### src/rtl/fir_pkg.sv
// Shared FIR definitions: stage widths, filtered-sample type, rounding/saturation helper.
// Latency: none (package only).
// Backpressure: n/a.
package fir_pkg;

    localparam int FIR_IN_W  = 8;
    localparam int FIR_OUT_W = 16;

    typedef logic signed [FIR_OUT_W-1:0] fir_sample_t;

    // Round-half-up arithmetic right shift by 'shift', then clamp to a signed
    // 'out_w'-bit range. Operands live in 32 bits so callers with different
    // widths can share it; the caller truncates the result to out_w bits.
    // Requires shift >= 1 and the input plus the rounding half to fit in 31 bits.
    function automatic logic signed [31:0] sat_round(
        input logic signed [31:0] x,
        input int                 shift,
        input int                 out_w
    );
        logic signed [31:0] r;
        logic signed [31:0] hi;
        logic signed [31:0] lo;
        r  = (x + (32'sd1 <<< (shift - 1))) >>> shift;
        hi = (32'sd1 <<< (out_w - 1)) - 32'sd1;
        lo = -(32'sd1 <<< (out_w - 1));
        if (r > hi) begin
            r = hi;
        end else if (r < lo) begin
            r = lo;
        end
        return r;
    endfunction

endpackage

### src/rtl/fir_out_decimator_if.sv
// Output stream bundle of the decimator: valid/ready data plus occupancy and overflow status.
// Latency: none (wiring only).
// Backpressure: slave drives m_ready_i; master holds m_valid_o/m_data_o until accepted.
// Parameters must match the fir_out_decimator instance they connect to.
interface fir_out_decimator_if #(
    parameter int OUT_WIDTH  = 8,
    parameter int FIFO_DEPTH = 8
);
    logic                                 m_valid_o;
    logic                                 m_ready_i;
    logic signed [OUT_WIDTH-1:0]          m_data_o;
    logic [$clog2(FIFO_DEPTH+1)-1:0]      count_o;
    logic                                 overflow_o;

    modport master (output m_valid_o, m_data_o, count_o, overflow_o, input m_ready_i);
    modport slave  (input m_valid_o, m_data_o, count_o, overflow_o, output m_ready_i);
endinterface

### src/rtl/fir_sync_fifo.sv
// Synchronous FIFO with registered storage; head is presented combinationally from storage.
// Latency: a push is visible at the head the cycle after it is written (no bypass).
// Backpressure: push while full is refused unless a pop happens in the same cycle.
// Ports: clk_i, rst_n_i, push_i/push_dat_i, pop_i/pop_dat_o, full_o, empty_o, count_o.
module fir_sync_fifo #(
    parameter int WIDTH = 8,
    parameter int DEPTH = 8
) (
    input  logic                           clk_i,
    input  logic                           rst_n_i,
    input  logic                           push_i,
    input  logic [WIDTH-1:0]               push_dat_i,
    input  logic                           pop_i,
    output logic [WIDTH-1:0]               pop_dat_o,
    output logic                           full_o,
    output logic                           empty_o,
    output logic [$clog2(DEPTH+1)-1:0]     count_o
);
    localparam int AW = (DEPTH > 1) ? $clog2(DEPTH) : 1;
    localparam int CW = $clog2(DEPTH + 1);

    logic [WIDTH-1:0] mem_q [DEPTH];
    logic [WIDTH-1:0] mem_d [DEPTH];
    logic [AW-1:0]    wr_ptr_q, wr_ptr_d;
    logic [AW-1:0]    rd_ptr_q, rd_ptr_d;
    logic [CW-1:0]    count_q, count_d;
    logic             do_push, do_pop;

    assign empty_o   = (count_q == '0);
    assign full_o    = (count_q == CW'(DEPTH));
    assign count_o   = count_q;
    assign pop_dat_o = mem_q[rd_ptr_q];

    assign do_pop  = pop_i && !empty_o;
    // When full, the slot freed by a concurrent pop is reused in the same cycle.
    assign do_push = push_i && (!full_o || do_pop);

    always_comb begin
        mem_d    = mem_q;
        wr_ptr_d = wr_ptr_q;
        rd_ptr_d = rd_ptr_q;
        count_d  = count_q;
        if (do_push) begin
            mem_d[wr_ptr_q] = push_dat_i;
            wr_ptr_d        = wr_ptr_q + AW'(1);
        end
        if (do_pop) begin
            rd_ptr_d = rd_ptr_q + AW'(1);
        end
        if (do_push && !do_pop) begin
            count_d = count_q + CW'(1);
        end else if (do_pop && !do_push) begin
            count_d = count_q - CW'(1);
        end
    end

    always_ff @(posedge clk_i or negedge rst_n_i) begin
        if (!rst_n_i) begin
            for (int i = 0; i < DEPTH; i++) begin
                mem_q[i] <= '0;
            end
            wr_ptr_q <= '0;
            rd_ptr_q <= '0;
            count_q  <= '0;
        end else begin
            mem_q    <= mem_d;
            wr_ptr_q <= wr_ptr_d;
            rd_ptr_q <= rd_ptr_d;
            count_q  <= count_d;
        end
    end

endmodule

### src/rtl/fir_out_decimator.sv
// Keeps every DECIM-th enabled filter sample, rescales (round-half-up shift + saturate), buffers in a FIFO.
// Latency: kept sample appears on m_valid_o/m_data_o one cycle after its en_i cycle when the FIFO is empty.
// Backpressure: m_ready_i low holds the head; a kept sample arriving while full without a pop is dropped and sets sticky overflow_o.
// Ports: clk_i, rst_n_i, en_i, filtered_i, m_if (master: m_valid_o, m_ready_i, m_data_o, count_o, overflow_o).
// Build option FIR_DECIM_ACCUM_EN: boxcar-sum DECIM samples (DECIM power of two) instead of picking one.
module fir_out_decimator
    import fir_pkg::*;
#(
    parameter int IN_WIDTH   = 16,
    parameter int OUT_WIDTH  = 8,
    parameter int SHIFT      = 7,
    parameter int DECIM      = 4,
    parameter int FIFO_DEPTH = 8
) (
    input  logic                        clk_i,
    input  logic                        rst_n_i,
    input  logic                        en_i,
    input  logic signed [IN_WIDTH-1:0]  filtered_i,
    fir_out_decimator_if.master         m_if
);
    localparam int CNT_W = (DECIM > 1) ? $clog2(DECIM) : 1;

    logic [CNT_W-1:0]            cnt_q, cnt_d;
    logic                        overflow_q, overflow_d;
    logic                        keep;
    logic                        fifo_full, fifo_empty;
    logic signed [OUT_WIDTH-1:0] scaled;

    assign keep = en_i && (cnt_q == CNT_W'(DECIM - 1));

`ifdef FIR_DECIM_ACCUM_EN
    localparam int LOG_D = $clog2(DECIM);
    localparam int ACC_W = IN_WIDTH + LOG_D;

    logic signed [ACC_W-1:0] acc_q, acc_d, acc_sum;

    // The kept sample is included in the sum it closes; the accumulator then restarts at zero.
    assign acc_sum = acc_q + ACC_W'(filtered_i);
    assign scaled  = OUT_WIDTH'(sat_round(32'(acc_sum), SHIFT + LOG_D, OUT_WIDTH));

    always_comb begin
        acc_d = acc_q;
        if (keep) begin
            acc_d = '0;
        end else if (en_i) begin
            acc_d = acc_sum;
        end
    end

    always_ff @(posedge clk_i or negedge rst_n_i) begin
        if (!rst_n_i) begin
            acc_q <= '0;
        end else begin
            acc_q <= acc_d;
        end
    end
`else
    assign scaled = OUT_WIDTH'(sat_round(32'(filtered_i), SHIFT, OUT_WIDTH));
`endif

    always_comb begin
        cnt_d      = cnt_q;
        overflow_d = overflow_q;
        if (keep) begin
            cnt_d = '0;
        end else if (en_i) begin
            cnt_d = cnt_q + CNT_W'(1);
        end
        // Full implies non-empty, so ready alone decides whether a pop frees a slot.
        if (keep && fifo_full && !m_if.m_ready_i) begin
            overflow_d = 1'b1;
        end
    end

    always_ff @(posedge clk_i or negedge rst_n_i) begin
        if (!rst_n_i) begin
            cnt_q      <= '0;
            overflow_q <= 1'b0;
        end else begin
            cnt_q      <= cnt_d;
            overflow_q <= overflow_d;
        end
    end

    fir_sync_fifo #(
        .WIDTH (OUT_WIDTH),
        .DEPTH (FIFO_DEPTH)
    ) u_fifo (
        .clk_i      (clk_i),
        .rst_n_i    (rst_n_i),
        .push_i     (keep),
        .push_dat_i (scaled),
        .pop_i      (m_if.m_ready_i),
        .pop_dat_o  (m_if.m_data_o),
        .full_o     (fifo_full),
        .empty_o    (fifo_empty),
        .count_o    (m_if.count_o)
    );

    assign m_if.m_valid_o  = !fifo_empty;
    assign m_if.overflow_o = overflow_q;

endmodule

### src/flat_wrapper.sv
// flat-port wrapper written by rule: the top's interface ports become plain ports
module fir_out_decimator_flat import fir_pkg::*;
#(
    parameter int IN_WIDTH   = 16,
    parameter int OUT_WIDTH  = 8,
    parameter int SHIFT      = 7,
    parameter int DECIM      = 4,
    parameter int FIFO_DEPTH = 8
)
  (clk_i, rst_n_i, en_i, filtered_i, m_if_m_valid_o, m_if_m_data_o, m_if_count_o, m_if_overflow_o, m_if_m_ready_i);
  fir_out_decimator_if #(.OUT_WIDTH(OUT_WIDTH), .FIFO_DEPTH(FIFO_DEPTH)) m_if_i ();
  input  logic clk_i;
  input  logic rst_n_i;
  input  logic en_i;
  input  logic signed [IN_WIDTH-1:0] filtered_i;
  output wire logic [$bits(m_if_i.m_valid_o)-1:0] m_if_m_valid_o;
  output wire logic [$bits(m_if_i.m_data_o)-1:0] m_if_m_data_o;
  output wire logic [$bits(m_if_i.count_o)-1:0] m_if_count_o;
  output wire logic [$bits(m_if_i.overflow_o)-1:0] m_if_overflow_o;
  input wire logic [$bits(m_if_i.m_ready_i)-1:0] m_if_m_ready_i;
  assign m_if_m_valid_o = m_if_i.m_valid_o;
  assign m_if_m_data_o = m_if_i.m_data_o;
  assign m_if_count_o = m_if_i.count_o;
  assign m_if_overflow_o = m_if_i.overflow_o;
  assign m_if_i.m_ready_i = m_if_m_ready_i;
  fir_out_decimator #(.IN_WIDTH(IN_WIDTH), .OUT_WIDTH(OUT_WIDTH), .SHIFT(SHIFT), .DECIM(DECIM), .FIFO_DEPTH(FIFO_DEPTH)) u_core (.clk_i(clk_i), .rst_n_i(rst_n_i), .en_i(en_i), .filtered_i(filtered_i), .m_if(m_if_i));
endmodule
### config.mk
export PLATFORM = sky130hd
export DESIGN_NAME = fir_out_decimator_flat
export DESIGN_NICKNAME = d
export VERILOG_FILES = /design/src/rtl/fir_pkg.sv /design/src/rtl/fir_out_decimator_if.sv /design/src/rtl/fir_sync_fifo.sv /design/src/rtl/fir_out_decimator.sv /design/src/flat_wrapper.sv
export SDC_FILE = /design/constraint.sdc
export NUM_CORES = 1
export LEC_CHECK = 0
export ABC_AREA = 1
export CORE_UTILIZATION = 35
export DETAILED_ROUTE_END_ITERATION = 16
export PLACE_DENSITY = 0.56
export SLEW_MARGIN = 20
export SYNTH_ARGS = -nofsm -noshare
export SYNTH_HDL_FRONTEND = slang
export SYNTH_SLANG_ARGS = --single-unit
### constraint.sdc
create_clock -name clk_i -period 3.3 [get_ports clk_i]
set_input_delay 0.33 -clock clk_i [delete_from_list [all_inputs] [get_ports clk_i]]
set_output_delay 0.33 -clock clk_i [all_outputs]
set_load 0.02 [all_outputs]
==> results of run 1 <==
## synthesized netlist by cell type (all sizes together)
| library cell | number |
|---|---|
| inv | 28 |
| a31o | 1 |
| nand3 | 9 |
| clkinv | 2 |
| o22ai | 15 |
| o21ai | 44 |
| a31oi | 1 |
| ha | 7 |
| xor2 | 7 |
| mux2 | 2 |
| nand2 | 237 |
| xnor2 | 4 |
| a21o | 1 |
| nor2 | 58 |
| clkbuf | 9 |
| fa | 1 |
| nand4 | 1 |
| dfrtp | 77 |
| a21oi | 4 |
## report_power, final
group / internal [mW] / switching, mW / total (mW)
Sequential: 1.35 / 0.309 / 1.66
Combinational: 0.832 / 1.26 / 2.10
Clock: 0.514 / 0.405 / 0.919
## routing by layer
layer	part of all wire	routed length, um	track usage	vias up
li1	-	-	-	1669
met1	0.48	4930	0.241	1584
met2	0.46	4700	0.279	63
met3	0.037	379	0.0321	13
met4	0.015	157	0.0577	0
met5	0	0	0	-
## per-stage QoR
stage / hold slack, ns / std cells / power (mW) / instance area [um^2] / worst slack, ns
2_1_floorplan: 0.0344 / 508 / 3.05 / 4220 / 0.953
3_3_place_gp: 0.454 / 671 / 3.72 / 4640 / 0.720
3_5_place_dp: 0.462 / 671 / 3.77 / 4640 / 0.671
4_1_cts: 0.200 / 687 / 4.71 / 4920 / 0.369
5_1_grt: 0.238 / 687 / 5.03 / 4920 / 0.222
6_report: 0.153 / 687 / 4.68 / 4920 / 0.362
## state kept, by name, summed over array words and instances, names as in the netlist
signal and cells:
u_core.cnt_q 2, u_core.m_if.overflow_o 1, u_core.u_fifo.count_o 4, u_core.u_fifo.mem_q 64, u_core.u_fifo.rd_ptr_q 3, u_core.u_fifo.wr_ptr_q 3
## worst register-to-register path: cells and delay by family, from the launching register on
kind,cells,cell delay (ns)
simple gates,5,0.62
fa+ha+maj,2,0.49
flops,1,0.45
compound gates,3,0.42
xor+xnor,1,0.15
buf+inv,1,0.14
## layout make-up
cell class | instances | share of cell area
clock buffer | 10 | 0.0465
clock inverter | 6 | 0.00966
inverter | 30 | 0.0262
multi-input combinational | 392 | 0.432
sequential | 77 | 0.392
tap | 143 | 0.0364
timing repair buffer | 29 | 0.0575
## logic make-up after synthesis
kind of cell | Yosys count | synth area share
AO/OA/AOI/OAI | 66 | 0.0846
XOR/XNOR | 11 | 0.0229
adder cells (fa/ha/maj) | 8 | 0.0255
buffers and inverters | 39 | 0.0386
flip-flops | 77 | 0.457
multiplexers | 2 | 0.00534
AND/OR/NAND/NOR | 305 | 0.366
## worst paths after layout
check | from | end | slack (ns) | cells after the start
max | u_core.u_fifo.rd_ptr_q[0]$_DFFE_PN0P_ | m_if_m_data_o[7] | 0.36 | 6
max reg2reg | u_core.u_fifo.count_o[0]$_DFFE_PN0P_ | u_core.u_fifo.count_o[3]$_DFFE_PN0P_ | 0.92 | 12
min reg2reg | u_core.cnt_q[0]$_DFFE_PN0P_ | u_core.cnt_q[0]$_DFFE_PN0P_ | 0.47 | 1
max in group asynchronous | rst_n_i | u_core.u_fifo.mem_q[7]$_DFFE_PN0P_ | 2.52 | 1
min in group clk_i | u_core.cnt_q[0]$_DFFE_PN0P_ | u_core.cnt_q[0]$_DFFE_PN0P_ | 0.47 | 1
min | rst_n_i | u_core.u_fifo.mem_q[61]$_DFFE_PN0P_ | 0.15 | 1
==> impl_metrics.csv, run 1 <==
group,metric,value,unit
setup_path,cp-end-kind,"output pin",
sta,hold_violations,0,
placement,place_congestion,0.780,
yosys,synth_top_area_share,0.457,
sta,fin_skew,0.00717,ns
clock_network,cts_setup_buffers,0,
floorplanning,die_width,112,um
yosys,synth_warnings,0,
run,cap_viol_max_count,0,
clock_network,cts_buffers,9,
clock_network,clock_sinks,77,
yosys,syn_avg_cell_area,8.30,um^2
floorplanning,die_y,112,um
setup_path,crit_buf_inv,2,
route,routed_via_density,4.85,
sta,rsz0062_at_grt,"no",
sta,finalCritPeriodShare,0.890,
final_layout,final_cell_mix,"215 x nand2_1, 77 x dfrtp_1, 45 x nor2_1",
yosys,syn_area,4220,um^2
grt,grt_max_degree,78,
setup_path,cp.arrival,2.61,ns
yosys,ys_seq_elements,77,
clock_network,cts_tree,"built",
floorplanning,io_pins,34,
clock_network,cts_resized,0,
route,routed_wl,10200,um
status,failed_checks,"DRC",
yosys,yosys.cell_types.count,32,
yosys,synth_seq_area_share,0.457,
sta,slew_headroom,0.344,
status,outcome,"finished with violations",
grt,grt_pass1_wl,17000,um
sta,min_period,2.94,ns
final_layout,final_common_cell,"nand2_1",
floorplanning,start_util,0.364,
setup_path,crit_family,"buffers and inverters",
power_and_ir_drop,vdd_drop_max,0.000392,V
yosys,syn_inst,508,
final_layout,multi_input_area,2130,um^2
route,routed-via-count,3329,
sta,drv_slew,0,
final_layout,drive_gt1_frac,0.136,
yosys,synth_top_area_cell,"dfrtp_1",
route,drc,2,
grt,track_usage,0.176,
floorplanning,core,11600,um^2
floorplanning,die-area,12500,um^2
setup_path,worst-setup-path-type,"reg -> out",
route,firstDrtPassIters,11,
final_layout,area_growth,16.7,%
clock_network,clkTransAtPathRegs,0.06,ns
setup_path,worstPathCellList,"inv_2 > o21ai_0 > o22ai_1 > nor2_1 > a31oi_1 > clkdlybuf4s50_1",
grt,grt_overflow,0,
clock_network,clock_latency,0.34,ns
setup_path,max_stage_delay,0.63,ns
final_layout,fin_nets,567,
final_layout,utilization,0.425,
grt,grt_pass1_vias,3260,
placement,io_buffers,27,
sta,clock.fmax,0.340,GHz
final_layout,antennaDiodeCount,0,
clock_network,clockBufferDepth,2,
min_path,hold_class,"in -> async",
sta,setup_viol,0,
yosys,synth_area_leaders,"dfrtp_1 46%, nand2_1 19%, nor2_8 4.3%, nand2_4 4.3%, nor2_1 4.0%",
setup_path,required,2.97,ns
final_layout,seqCellArea,1930,um^2
route,ant_nets,0,
sta,tightestPinTransition,0.984,ns
floorplanning,rows,39,
setup_path,cp_max_fo,33,
setup_path,slowest_stage,"clkdlybuf4s50_1",
route,drt_iter0_drc,197,
power_and_ir_drop,p_leak,2.53,nW
route,routedWlPerCell,14.8,um
clock_network,htreeDepth,3,
sta,fin_tns_setup,0,ns
setup_path,start_kind,"flip-flop",
clock_network,cts-root-buf,"clkbuf_16",
power_and_ir_drop,power.density,951,nW/um^2
yosys,synth_nets,536,
grt,antenna_found_initial,0,
clock_network,cts_hold_buf,0,
final_layout,fillerInstances,1140,
placement,dp_hpwl,6960,um
Note: power is estimated with default switching activity, not from simulation.
==> run 2: changes to the inputs <==
ABC_CLOCK_PERIOD_IN_PS = 3300   (was default)
==> results of run 2 <==
No change in the layout: final DEF, timing and power equal those of run 1.
